## config.mk

```make
export PLATFORM = sky130hd
export DESIGN_NAME = control_unit
export DESIGN_NICKNAME = d
export VERILOG_FILES = /design/src/rtl/control_unit.sv
export SDC_FILE = /design/constraint.sdc
export NUM_CORES = 1
export LEC_CHECK = 0
export CORE_ASPECT_RATIO = 0.8
export CORE_MARGIN = 10
export CORE_UTILIZATION = 30
export DETAILED_ROUTE_END_ITERATION = 7
export GPL_ROUTABILITY_DRIVEN = 0
export PLACE_DENSITY = 0.53
export SYNTH_ARGS = -nofsm -noshare
export SYNTH_HDL_FRONTEND = slang
export SYNTH_SLANG_ARGS = --single-unit
```

## constraint.sdc

```tcl
create_clock -name clk -period 3.25 [get_ports clk]
set_clock_uncertainty 0.2 [all_clocks]
set_input_delay 0.8125 -clock clk [delete_from_list [all_inputs] [get_ports clk]]
set_output_delay 0.8125 -clock clk [all_outputs]
set_load 0.005 [all_outputs]
```

## src/rtl/control_unit.sv

```systemverilog
// Control unit for the 8-bit accumulator CPU: Moore FSM sequencing fetch, decode
// and execute, driving every datapath strobe, bus select, ALU select and memory write.
module control_unit #(
  parameter int unsigned OPC_W = 8,
  parameter int unsigned CCR_W = 4
) (
  input  logic             clk,
  input  logic             reset,
  input  logic [OPC_W-1:0] IR,
  input  logic [CCR_W-1:0] CCR_Result,
  output logic             IR_Load,
  output logic             MAR_Load,
  output logic             PC_Load,
  output logic             PC_Inc,
  output logic             A_Load,
  output logic             B_Load,
  output logic             CCR_Load,
  output logic [3:0]       ALU_Sel,
  output logic [1:0]       Bus1_Sel,
  output logic [1:0]       Bus2_Sel,
  output logic             write,
  output logic             halted
);

  localparam logic [OPC_W-1:0] OP_LDA_IMM = 'h86;
  localparam logic [OPC_W-1:0] OP_LDA_DIR = 'h87;
  localparam logic [OPC_W-1:0] OP_LDB_IMM = 'h88;
  localparam logic [OPC_W-1:0] OP_LDB_DIR = 'h89;
  localparam logic [OPC_W-1:0] OP_STA_DIR = 'h96;
  localparam logic [OPC_W-1:0] OP_STB_DIR = 'h97;
  localparam logic [OPC_W-1:0] OP_ADD     = 'h42;
  localparam logic [OPC_W-1:0] OP_SUB     = 'h43;
  localparam logic [OPC_W-1:0] OP_AND     = 'h44;
  localparam logic [OPC_W-1:0] OP_OR      = 'h45;
  localparam logic [OPC_W-1:0] OP_INCA    = 'h46;
  localparam logic [OPC_W-1:0] OP_DECA    = 'h47;
  localparam logic [OPC_W-1:0] OP_BRA     = 'h20;
  localparam logic [OPC_W-1:0] OP_BMI     = 'h21;
  localparam logic [OPC_W-1:0] OP_BEQ     = 'h23;
  localparam logic [OPC_W-1:0] OP_BCS     = 'h25;
  localparam logic [OPC_W-1:0] OP_HLT     = 'hFF;

  localparam int unsigned FLAG_N = 3;
  localparam int unsigned FLAG_Z = 2;
  localparam int unsigned FLAG_C = 0;

  localparam logic [1:0] B1_PC  = 2'b00;
  localparam logic [1:0] B1_A   = 2'b01;
  localparam logic [1:0] B1_B   = 2'b10;
  localparam logic [1:0] B2_ALU = 2'b00;
  localparam logic [1:0] B2_B1  = 2'b01;
  localparam logic [1:0] B2_MEM = 2'b10;

  typedef enum logic [5:0] {
    S_FETCH_0, S_FETCH_1, S_FETCH_2, S_DECODE,
    S_LDA_IMM_0, S_LDA_IMM_1, S_LDA_IMM_2,
    S_LDB_IMM_0, S_LDB_IMM_1, S_LDB_IMM_2,
    S_LDA_DIR_0, S_LDA_DIR_1, S_LDA_DIR_2, S_LDA_DIR_3, S_LDA_DIR_4,
    S_LDB_DIR_0, S_LDB_DIR_1, S_LDB_DIR_2, S_LDB_DIR_3, S_LDB_DIR_4,
    S_STA_DIR_0, S_STA_DIR_1, S_STA_DIR_2, S_STA_DIR_3,
    S_STB_DIR_0, S_STB_DIR_1, S_STB_DIR_2, S_STB_DIR_3,
    S_ADD, S_SUB, S_AND, S_OR, S_INCA, S_DECA,
    S_BRA_0, S_BRA_1, S_BRA_2, S_BR_SKIP, S_HALT
  } state_t;

  state_t r_state;

  // Overflow is never a branch condition here.
  logic w_unused_v;
  assign w_unused_v = CCR_Result[1];

  always_ff @(posedge clk or posedge reset) begin
    if (reset) begin
      r_state <= S_FETCH_0;
    end else begin
      case (r_state)
        S_FETCH_0: r_state <= S_FETCH_1;
        S_FETCH_1: r_state <= S_FETCH_2;
        S_FETCH_2: r_state <= S_DECODE;
        S_DECODE: begin
          case (IR)
            OP_LDA_IMM: r_state <= S_LDA_IMM_0;
            OP_LDB_IMM: r_state <= S_LDB_IMM_0;
            OP_LDA_DIR: r_state <= S_LDA_DIR_0;
            OP_LDB_DIR: r_state <= S_LDB_DIR_0;
            OP_STA_DIR: r_state <= S_STA_DIR_0;
            OP_STB_DIR: r_state <= S_STB_DIR_0;
            OP_ADD:     r_state <= S_ADD;
            OP_SUB:     r_state <= S_SUB;
            OP_AND:     r_state <= S_AND;
            OP_OR:      r_state <= S_OR;
            OP_INCA:    r_state <= S_INCA;
            OP_DECA:    r_state <= S_DECA;
            OP_BRA:     r_state <= S_BRA_0;
            OP_BMI:     r_state <= CCR_Result[FLAG_N] ? S_BRA_0 : S_BR_SKIP;
            OP_BEQ:     r_state <= CCR_Result[FLAG_Z] ? S_BRA_0 : S_BR_SKIP;
            OP_BCS:     r_state <= CCR_Result[FLAG_C] ? S_BRA_0 : S_BR_SKIP;
            OP_HLT:     r_state <= S_HALT;
            default:    r_state <= S_FETCH_0;
          endcase
        end
        S_LDA_IMM_0: r_state <= S_LDA_IMM_1;
        S_LDA_IMM_1: r_state <= S_LDA_IMM_2;
        S_LDB_IMM_0: r_state <= S_LDB_IMM_1;
        S_LDB_IMM_1: r_state <= S_LDB_IMM_2;
        S_LDA_DIR_0: r_state <= S_LDA_DIR_1;
        S_LDA_DIR_1: r_state <= S_LDA_DIR_2;
        S_LDA_DIR_2: r_state <= S_LDA_DIR_3;
        S_LDA_DIR_3: r_state <= S_LDA_DIR_4;
        S_LDB_DIR_0: r_state <= S_LDB_DIR_1;
        S_LDB_DIR_1: r_state <= S_LDB_DIR_2;
        S_LDB_DIR_2: r_state <= S_LDB_DIR_3;
        S_LDB_DIR_3: r_state <= S_LDB_DIR_4;
        S_STA_DIR_0: r_state <= S_STA_DIR_1;
        S_STA_DIR_1: r_state <= S_STA_DIR_2;
        S_STA_DIR_2: r_state <= S_STA_DIR_3;
        S_STB_DIR_0: r_state <= S_STB_DIR_1;
        S_STB_DIR_1: r_state <= S_STB_DIR_2;
        S_STB_DIR_2: r_state <= S_STB_DIR_3;
        S_BRA_0:     r_state <= S_BRA_1;
        S_BRA_1:     r_state <= S_BRA_2;
        S_HALT:      r_state <= S_HALT;
        default:     r_state <= S_FETCH_0;
      endcase
    end
  end

  // Outputs are a pure decode of state, forced quiet while reset is held.
  always_comb begin
    IR_Load  = 1'b0;
    MAR_Load = 1'b0;
    PC_Load  = 1'b0;
    PC_Inc   = 1'b0;
    A_Load   = 1'b0;
    B_Load   = 1'b0;
    CCR_Load = 1'b0;
    ALU_Sel  = '0;
    Bus1_Sel = B1_PC;
    Bus2_Sel = B2_ALU;
    write    = 1'b0;
    halted   = 1'b0;
    if (!reset) begin
      case (r_state)
        S_FETCH_0, S_LDA_IMM_0, S_LDB_IMM_0, S_LDA_DIR_0, S_LDB_DIR_0,
        S_STA_DIR_0, S_STB_DIR_0, S_BRA_0: begin
          Bus1_Sel = B1_PC;
          Bus2_Sel = B2_B1;
          MAR_Load = 1'b1;
        end
        S_FETCH_1, S_LDA_IMM_1, S_LDB_IMM_1, S_LDA_DIR_1, S_LDB_DIR_1,
        S_STA_DIR_1, S_STB_DIR_1, S_BR_SKIP: begin
          PC_Inc = 1'b1;
        end
        S_FETCH_2: begin
          Bus2_Sel = B2_MEM;
          IR_Load  = 1'b1;
        end
        S_LDA_IMM_2, S_LDA_DIR_4: begin
          Bus2_Sel = B2_MEM;
          A_Load   = 1'b1;
        end
        S_LDB_IMM_2, S_LDB_DIR_4: begin
          Bus2_Sel = B2_MEM;
          B_Load   = 1'b1;
        end
        S_LDA_DIR_2, S_LDB_DIR_2, S_STA_DIR_2, S_STB_DIR_2: begin
          Bus2_Sel = B2_MEM;
          MAR_Load = 1'b1;
        end
        S_STA_DIR_3: begin
          Bus1_Sel = B1_A;
          write    = 1'b1;
        end
        S_STB_DIR_3: begin
          Bus1_Sel = B1_B;
          write    = 1'b1;
        end
        S_ADD, S_SUB, S_AND, S_OR, S_INCA, S_DECA: begin
          Bus1_Sel = B1_A;
          Bus2_Sel = B2_ALU;
          A_Load   = 1'b1;
          CCR_Load = 1'b1;
          case (r_state)
            S_SUB:   ALU_Sel = 4'b0001;
            S_AND:   ALU_Sel = 4'b0010;
            S_OR:    ALU_Sel = 4'b0011;
            S_INCA:  ALU_Sel = 4'b0100;
            S_DECA:  ALU_Sel = 4'b0101;
            default: ALU_Sel = 4'b0000;
          endcase
        end
        S_BRA_2: begin
          Bus2_Sel = B2_MEM;
          PC_Load  = 1'b1;
        end
        S_HALT: begin
          halted = 1'b1;
        end
        default: ;
      endcase
    end
  end

endmodule
```

==> results of run 1 <==
worst max-delay path by stage:
| stage | endpoint | startpoint | slack (ns) | cells past startpoint |
|---|---|---|---|---|
| finish | MAR_Load | r_state[3] | 0.08 | 7 |
| global route | MAR_Load | r_state[3] | -0.04 | 7 |
| CTS | PC_Load | reset | 0.01 | 5 |
| detailed placement | Bus2_Sel[1] | reset | -0.34 | 5 |
| global placement | PC_Load | reset | -0.28 | 5 |
| floorplan | Bus2_Sel[1] | reset | 0.49 | 4 |
cell usage in the layout (no fill, tap or decap), types with 6 or more instances in the layout:
master	instances
sky130_fd_sc_hd__buf_4	27
sky130_fd_sc_hd__nor2_1	20
sky130_fd_sc_hd__nand2_1	17
sky130_fd_sc_hd__a21oi_1	16
sky130_fd_sc_hd__clkdlybuf4s50_1	13
sky130_fd_sc_hd__o21ai_0	10
sky130_fd_sc_hd__dlygate4sd2_1	10
sky130_fd_sc_hd__nand2b_1	9
sky130_fd_sc_hd__inv_1	6
sky130_fd_sc_hd__o22ai_1	6
logic make-up after synthesis:
group                     synth area share
AOI/OAI and AO/OA                    0.367
and+or+nand+nor                      0.384
buffers and inverters                0.103
DFF                                  0.122
xor gates and xnor gates            0.0213
other                              0.00305
power groups by stage:
| stage | clock [mW] | combinational [mW] | sequential (mW) |
|---|---|---|---|
| 6_report | 0.111 | 0.925 | 0.220 |
| 5_1_grt | 0.119 | 1.02 | 0.229 |
| 4_1_cts | 0.113 | 0.873 | 0.223 |
| 3_5_place_dp | 0 | 0.830 | 0.219 |
| 3_3_place_gp | 0 | 0.825 | 0.217 |
| 2_1_floorplan | 0 | 0.614 | 0.128 |
routing by layer:
metal,vias to the layer above,share of wire
met3,4,0.065
met1,732,0.49
met4,0,0.0019
met5,-,0
li1,793,-
met2,54,0.44
cell type report:
type	count	area share
Tap cell	55	0.0380
Timing Repair Buffer	58	0.278
Inverter	6	0.0124
Multi-Input combinational cell	157	0.563
Clock buffer	3	0.0228
Sequential cell	6	0.0863
timing repair:
action                     in CTS  in global routing
pin swaps                       3                  2
gates resized for setup        29                 11
buffers inserted                3                  7
hold endpoints to repair        0                  0
setup endpoints to repair      14                  9
worst min-delay path, delay by kind of cell (launching register included):
kind	cells	cell delay (ns)
DFF	1	0.33
buffers and inverters	1	0.20
AOI/OAI and AO/OA	1	0.08
==> impl_results.rst, run 1 <==
.. list-table::
   :header-rows: 1

   * - Metric
     - Value
   * - Global-route total usage across every layer
     - 0.111
   * - Flip-flop and latch count after synthesis
     - 6
   * - Critical path launch point type
     - flip-flop
   * - Worst Hold End
     - r_state[3]
   * - Share of total power in sequential cells
     - 0.175
   * - Seq/Total Area, Yosys
     - 0.122
   * - Number of nets in the layout
     - 246
   * - Cell family contributing the most delay on the critical path
     - buffers and inverters
   * - Multi-input logic area
     - 0.00102 mm^2
   * - Combinational fraction of design power
     - 0.737
   * - Clk sink count
     - 6
   * - Worst vdd rail ir drop
     - 0.273 mV
   * - CP endpoint kind
     - output pin
   * - Run status
     - complete, no violations
   * - Number of antenna violations at the first check in global routing
     - 0
   * - Level count of the clock H-tree
     - 1
   * - Critical Path Fanout Max
     - 6
   * - Placed Instance Area
     - 0.00165 mm^2
   * - Pin count of the biggest net entering global routing
     - 22
   * - Power Dens Cells
     - 693 mW/mm^2
   * - Source of the worst hold timing path
     - r_state[5]
   * - N_diodes
     - 0
   * - Finished Cell Area
     - 0.00181 mm^2
   * - Worst flop-to-flop path startpoint
     - r_state[3]
   * - Post-synth EDFFs
     - 0
   * - Worst rel slew slack
     - 0.615
   * - Dominant register cell in the synthesized netlist
     - sky130_fd_sc_hd__dfrtp_1
   * - Via count
     - 1583
   * - I/O Buffers
     - 28
   * - Detailed Route WL
     - 4.29 mm
   * - TritonRoute pass-1 iters
     - 4
   * - Violation count after the first detailed-routing iteration
     - 176
   * - Slowest cell delay on critical path
     - 0.52 ns
   * - Internal Power
     - 0.653 mW
   * - Final Slew Violations
     - 0
   * - Overflow after GRT
     - 0
   * - Register bank with the most flops
     - r_state
   * - Remaining number of nets flagged by the antenna check after routing
     - 0
   * - Met1 layer usage reported by global route
     - 0.155
   * - Classification of the worst-slack hold path
     - reg -> reg
   * - Cell type with the highest aggregate area in the netlist
     - sky130_fd_sc_hd__dfrtp_1
   * - Crit path time final
     - 3.17 ns
   * - Routing layer with the top usage in global route
     - met2
   * - Final count of hold timing violations
     - 0
   * - Met3 Use GR
     - 0.0302
   * - Filler Cells Inserted
     - 403
   * - Sum of buffers and inverters on the critical path
     - 2
   * - Cell-by-cell trace of the critical path
     - nor2b_1 -> buf_4 -> nor3_1 -> a2111oi_1 -> a211o_1 -> a21oi_1 -> clkdlybuf4s50_1
   * - Setup repair after global routing missed its margin
     - true
   * - # rows
     - 20
   * - Share of power burned in the clock network
     - 0.088
   * - Sequential cell area
     - 156 um^2
   * - TritonCTS clock tree
     - built
   * - Cell area after synthesis
     - 0.00123 mm^2
   * - Placement-stage worst setup slack
     - -0.338 ns
   * - Final cell count without fillers
     - 285
   * - Post-Synthesis Net Count
     - 205
   * - Gate count of the mapped netlist
     - 191
   * - Maximum Capacitance Violations
     - 0
   * - GRT met2 Usage
     - 0.171
   * - Total instance count after detailed placement
     - 273
   * - Arrival time at the worst endpoint
     - 2.16 ns
   * - Final count of negative-setup-slack endpoints
     - 0
   * - Clk root buf
     - sky130_fd_sc_hd__clkbuf_8
   * - Cell types occupying the most area after synthesis
     - sky130_fd_sc_hd__dfrtp_1 (12%), sky130_fd_sc_hd__a21oi_1 (6.9%), sky130_fd_sc_hd__nor2_1 (6.1%), sky130_fd_sc_hd__nand2_1 (5.2%), sky130_fd_sc_hd__nand2b_1 (4.6%)
   * - Die outline area
     - 0.00708 mm^2
   * - Post-DP HPWL
     - 3.14 mm
   * - Synthesized area per cell
     - 6.45 um^2
   * - Max clock buf depth
     - 2
   * - Cell count of the worst reg-to-reg path
     - 7
   * - Sum of negative setup slack
     - 0 ns
   * - Post-synth ARST share
     - 1.00
   * - Chip Width
     - 91.6 um
   * - Number of flip-flops in the largest register
     - 6
   * - Area share of the largest cell type after synthesis
     - 0.122
   * - Core outline area
     - 0.00388 mm^2
   * - Depth of the worst hold-timing path
     - 2
   * - Cts-stage hold buffer count
     - 0
   * - Slew at the pin closest to its max-slew limit
     - 0.572 ns
   * - Starting utilization of the core area
     - 0.317
   * - Power after layout
     - 1.26 mW
   * - Layout Area Growth over Synthesis
     - 47.2%
   * - Minimum setup slack in the final design
     - 0.0780 ns
   * - Ratio of final minimum period to clock period
     - 0.976
   * - FMAX
     - 315 MHz
   * - Layout Utilization
     - 0.467
   * - Drt drc
     - 0
   * - Critical path class
     - reg -> out
   * - Detail-routed via count per cell
     - 5.55
   * - Registers with the most flip-flops
     - r_state (6)
   * - Most frequent cells after synthesis
     - sky130_fd_sc_hd__nor2_1 (20), sky130_fd_sc_hd__a21oi_1 (17), sky130_fd_sc_hd__nand2_1 (17)
   * - Cell with the most instances after synthesis
     - sky130_fd_sc_hd__nor2_1
   * - Skew-Pair Late Insertion Delay
     - 0.22 ns
   * - Num CTS Buffers
     - 3
   * - Fraction of final layout cells with drive strength greater than 1
     - 0.235
   * - Number of warnings issued by yosys
     - 0
   * - Switching part of the total
     - 0.480
   * - Terminus of the critical flop-to-flop path
     - r_state[2]
   * - Wire length of the first global-routing pass
     - 6.83 mm
   * - Vias in the first global route
     - 1359
   * - Worst path required time
     - 2.24 ns
   * - Crit-path slowest cell
     - sky130_fd_sc_hd__clkdlybuf4s50_1
   * - Netlist cell types
     - 53
   * - Height of the chip
     - 77.3 um
   * - Hold slack
     - 0.467 ns
   * - I/O pin count
     - 31
   * - Setup slack, reg-to-reg
     - 1.43 ns
   * - Switching power
     - 0.603 mW
   * - Average routed wire per standard cell
     - 15.1 um
   * - Clock transition time at the flip-flop clock pins of the worst setup and hold paths
     - 0.03 ns
   * - Total leakage power
     - 0.754 nW
No activity file was read; power rests on OpenSTA's default activity.
==> run 2, diff against run 1 <==
- CORE_MARGIN: 10 -> 2
==> impl_results.rst, run 2 (same netlist as run 1, synthesis figures left out) <==
.. list-table::
   :header-rows: 1

   * - Metric
     - Value
   * - CP endpoint kind
     - output pin
   * - Clk sink count
     - 6
   * - Average routed wire per standard cell
     - 15.0 um
   * - Worst vdd rail ir drop
     - 0.320 mV
   * - Max clock buf depth
     - 2
   * - Number of antenna violations at the first check in global routing
     - 0
   * - I/O Buffers
     - 28
   * - TritonCTS clock tree
     - built
   * - N_diodes
     - 0
   * - Sum of negative setup slack
     - 0 ns
   * - Die outline area
     - 0.00464 mm^2
   * - Slew at the pin closest to its max-slew limit
     - 0.501 ns
   * - TritonRoute pass-1 iters
     - 4
   * - Source of the worst hold timing path
     - r_state[5]
   * - Crit-path slowest cell
     - sky130_fd_sc_hd__clkdlybuf4s50_1
   * - Cell-by-cell trace of the critical path
     - dlygate4sd2_1 -> buf_4 -> nor3_2 -> buf_4 -> a31oi_2 -> inv_1 -> clkdlybuf4s50_1
   * - Placed Instance Area
     - 0.00165 mm^2
   * - Share of total power in sequential cells
     - 0.159
   * - Placement-stage worst setup slack
     - -0.317 ns
   * - Registers with the most flip-flops
     - r_state (6)
   * - Hold slack
     - 0.563 ns
   * - Slowest cell delay on critical path
     - 0.49 ns
   * - Cell occurring most often along the worst timing path
     - sky130_fd_sc_hd__buf_4
   * - Finished Cell Area
     - 0.00186 mm^2
   * - Final count of hold timing violations
     - 0
   * - Switching power
     - 0.633 mW
   * - Share of power burned in the clock network
     - 0.083
   * - Cts-stage hold buffer count
     - 0
   * - Most used cells in the layout excluding fill and tap cells
     - sky130_fd_sc_hd__buf_4 (25), sky130_fd_sc_hd__nor2_1 (20), sky130_fd_sc_hd__nand2_1 (17), sky130_fd_sc_hd__clkdlybuf4s50_1 (17), sky130_fd_sc_hd__a21oi_1 (16)
   * - Worst Hold End
     - r_state[5]
   * - Vias in the first global route
     - 1385
   * - Depth of the worst hold-timing path
     - 3
   * - Cell count of the worst reg-to-reg path
     - 8
   * - Skew-Pair Late Insertion Delay
     - 0.22 ns
   * - Global-route total usage across every layer
     - 0.187
   * - Combinational fraction of design power
     - 0.757
   * - Via count
     - 1600
   * - Clock transition time at the flip-flop clock pins of the worst setup and hold paths
     - 0.04 ns
   * - Starting utilization of the core area
     - 0.317
   * - Pin count of the biggest net entering global routing
     - 20
   * - Worst flop-to-flop path startpoint
     - r_state[3]
   * - Terminus of the critical flop-to-flop path
     - r_state[2]
   * - Crit path time final
     - 3.21 ns
   * - Final Slew Violations
     - 0
   * - Chip Width
     - 75.6 um
   * - Final count of negative-setup-slack endpoints
     - 0
   * - Register bank with the most flops
     - r_state
   * - Run status
     - complete, no violations
   * - Clk root buf
     - sky130_fd_sc_hd__clkbuf_8
   * - Layout Area Growth over Synthesis
     - 50.8%
   * - FMAX
     - 311 MHz
   * - Detailed Route WL
     - 4.23 mm
   * - Worst rel slew slack
     - 0.665
   * - Num CTS Buffers
     - 3
   * - Layout Utilization
     - 0.479
   * - Classification of the worst-slack hold path
     - reg -> reg
   * - Fraction of final layout cells with drive strength greater than 1
     - 0.237
   * - Critical path class
     - in -> out
   * - Critical path launch point type
     - input port
   * - Most common library cell in the layout ignoring fill and taps
     - sky130_fd_sc_hd__buf_4
   * - Maximum Capacitance Violations
     - 0
   * - Worst path required time
     - 2.24 ns
   * - Overflow after GRT
     - 0
   * - # rows
     - 20
   * - I/O pin count
     - 31
   * - Internal Power
     - 0.704 mW
   * - Detail-routed via count per cell
     - 5.65
   * - Remaining number of nets flagged by the antenna check after routing
     - 0
   * - Violation count after the first detailed-routing iteration
     - 103
   * - Arrival time at the worst endpoint
     - 2.20 ns
   * - Number of flip-flops in the largest register
     - 6
   * - Setup slack, reg-to-reg
     - 1.39 ns
   * - Setup repair after global routing missed its margin
     - false
   * - Critical Path Fanout Max
     - 4
   * - Filler Cells Inserted
     - 404
   * - Switching part of the total
     - 0.474
   * - Height of the chip
     - 61.3 um
   * - Drt drc
     - 0
   * - Post-DP HPWL
     - 3.01 mm
   * - Wire length of the first global-routing pass
     - 6.73 mm
   * - Core outline area
     - 0.00388 mm^2
   * - Minimum setup slack in the final design
     - 0.0366 ns
   * - Power Dens Cells
     - 720 mW/mm^2
   * - Total leakage power
     - 0.843 nW
   * - Level count of the clock H-tree
     - 1
   * - Ratio of final minimum period to clock period
     - 0.989
   * - Number of nets in the layout
     - 244
[run 2: changes by cell type in the layout (fill, tap and decap cells not counted), sizes merged]
| cell | previous run | this run |
|---|---|---|
| buf | 29 | 28 |
| clkbuf | 6 | 3 |
| clkdlybuf4s15 | 1 | 0 |
| clkdlybuf4s50 | 13 | 17 |
| dlygate4sd2 | 10 | 2 |
| dlymetal6s2s | 2 | 9 |
[run 2: repair_timing]
action | in CTS | in global routing
pin swaps | 3 | 1
gates resized for setup | 13 | 18
buffers inserted | 5 | 3
setup endpoints to repair | 16 | 12
[run 2: per-layer routing]
metal,up-vias,track usage,wire [um]
met5,-,0,0
met4,0,0.0251,4
met2,49,0.276,1850
met1,765,0.296,2070
li1,784,-,-
met3,2,0.0229,307
[run 2: worst max-delay path by stage]
stage,start,end,slack (ns),cells after the start
detailed placement,reset,Bus2_Sel[1],-0.32,5
global placement,reset,PC_Load,-0.27,5
CTS,reset,Bus1_Sel[0],0.004,7
floorplan,reset,Bus2_Sel[1],0.49,4
global route,reset,CCR_Load,0.004,7
finish,reset,CCR_Load,0.04,7
[run 2: per-stage QoR]
| stage | std cells | power, mW |
|---|---|---|
| finish | 283 | 1.34 |
| global route | 283 | 1.45 |
| CTS | 280 | 1.23 |
| detailed placement | 273 | 1.05 |
| global placement | 273 | 1.04 |
| floorplan | 191 | 0.742 |
[run 2: power by group through the flow]
stage / Combinational [mW] / Sequential (mW) / Clock [mW]
2_1_floorplan: 0.614 / 0.128 / 0
3_3_place_gp: 0.844 / 0.200 / 0
3_5_place_dp: 0.845 / 0.202 / 0
4_1_cts: 0.898 / 0.213 / 0.116
5_1_grt: 1.11 / 0.219 / 0.123
6_report: 1.01 / 0.213 / 0.111
[run 2: critical path: cells and delay by family]
family / cells / cell delay (ns)
buffers and inverters: 5 / 1.13
AO/OA/AOI/OAI: 1 / 0.10
AND/OR/NAND/NOR: 1 / 0.14
[run 2: area by class of cell]
| cell class | count | area, um^2 | share of cell area |
|---|---|---|---|
| well taps | 55 | 68.8 | 0.0371 |
| clock buffers | 3 | 41.3 | 0.0222 |
| repair buffers | 56 | 533 | 0.287 |
| inverters | 6 | 22.5 | 0.0121 |
| flip-flops and latches | 6 | 155 | 0.0836 |
| multi-input cells | 157 | 1040 | 0.558 |
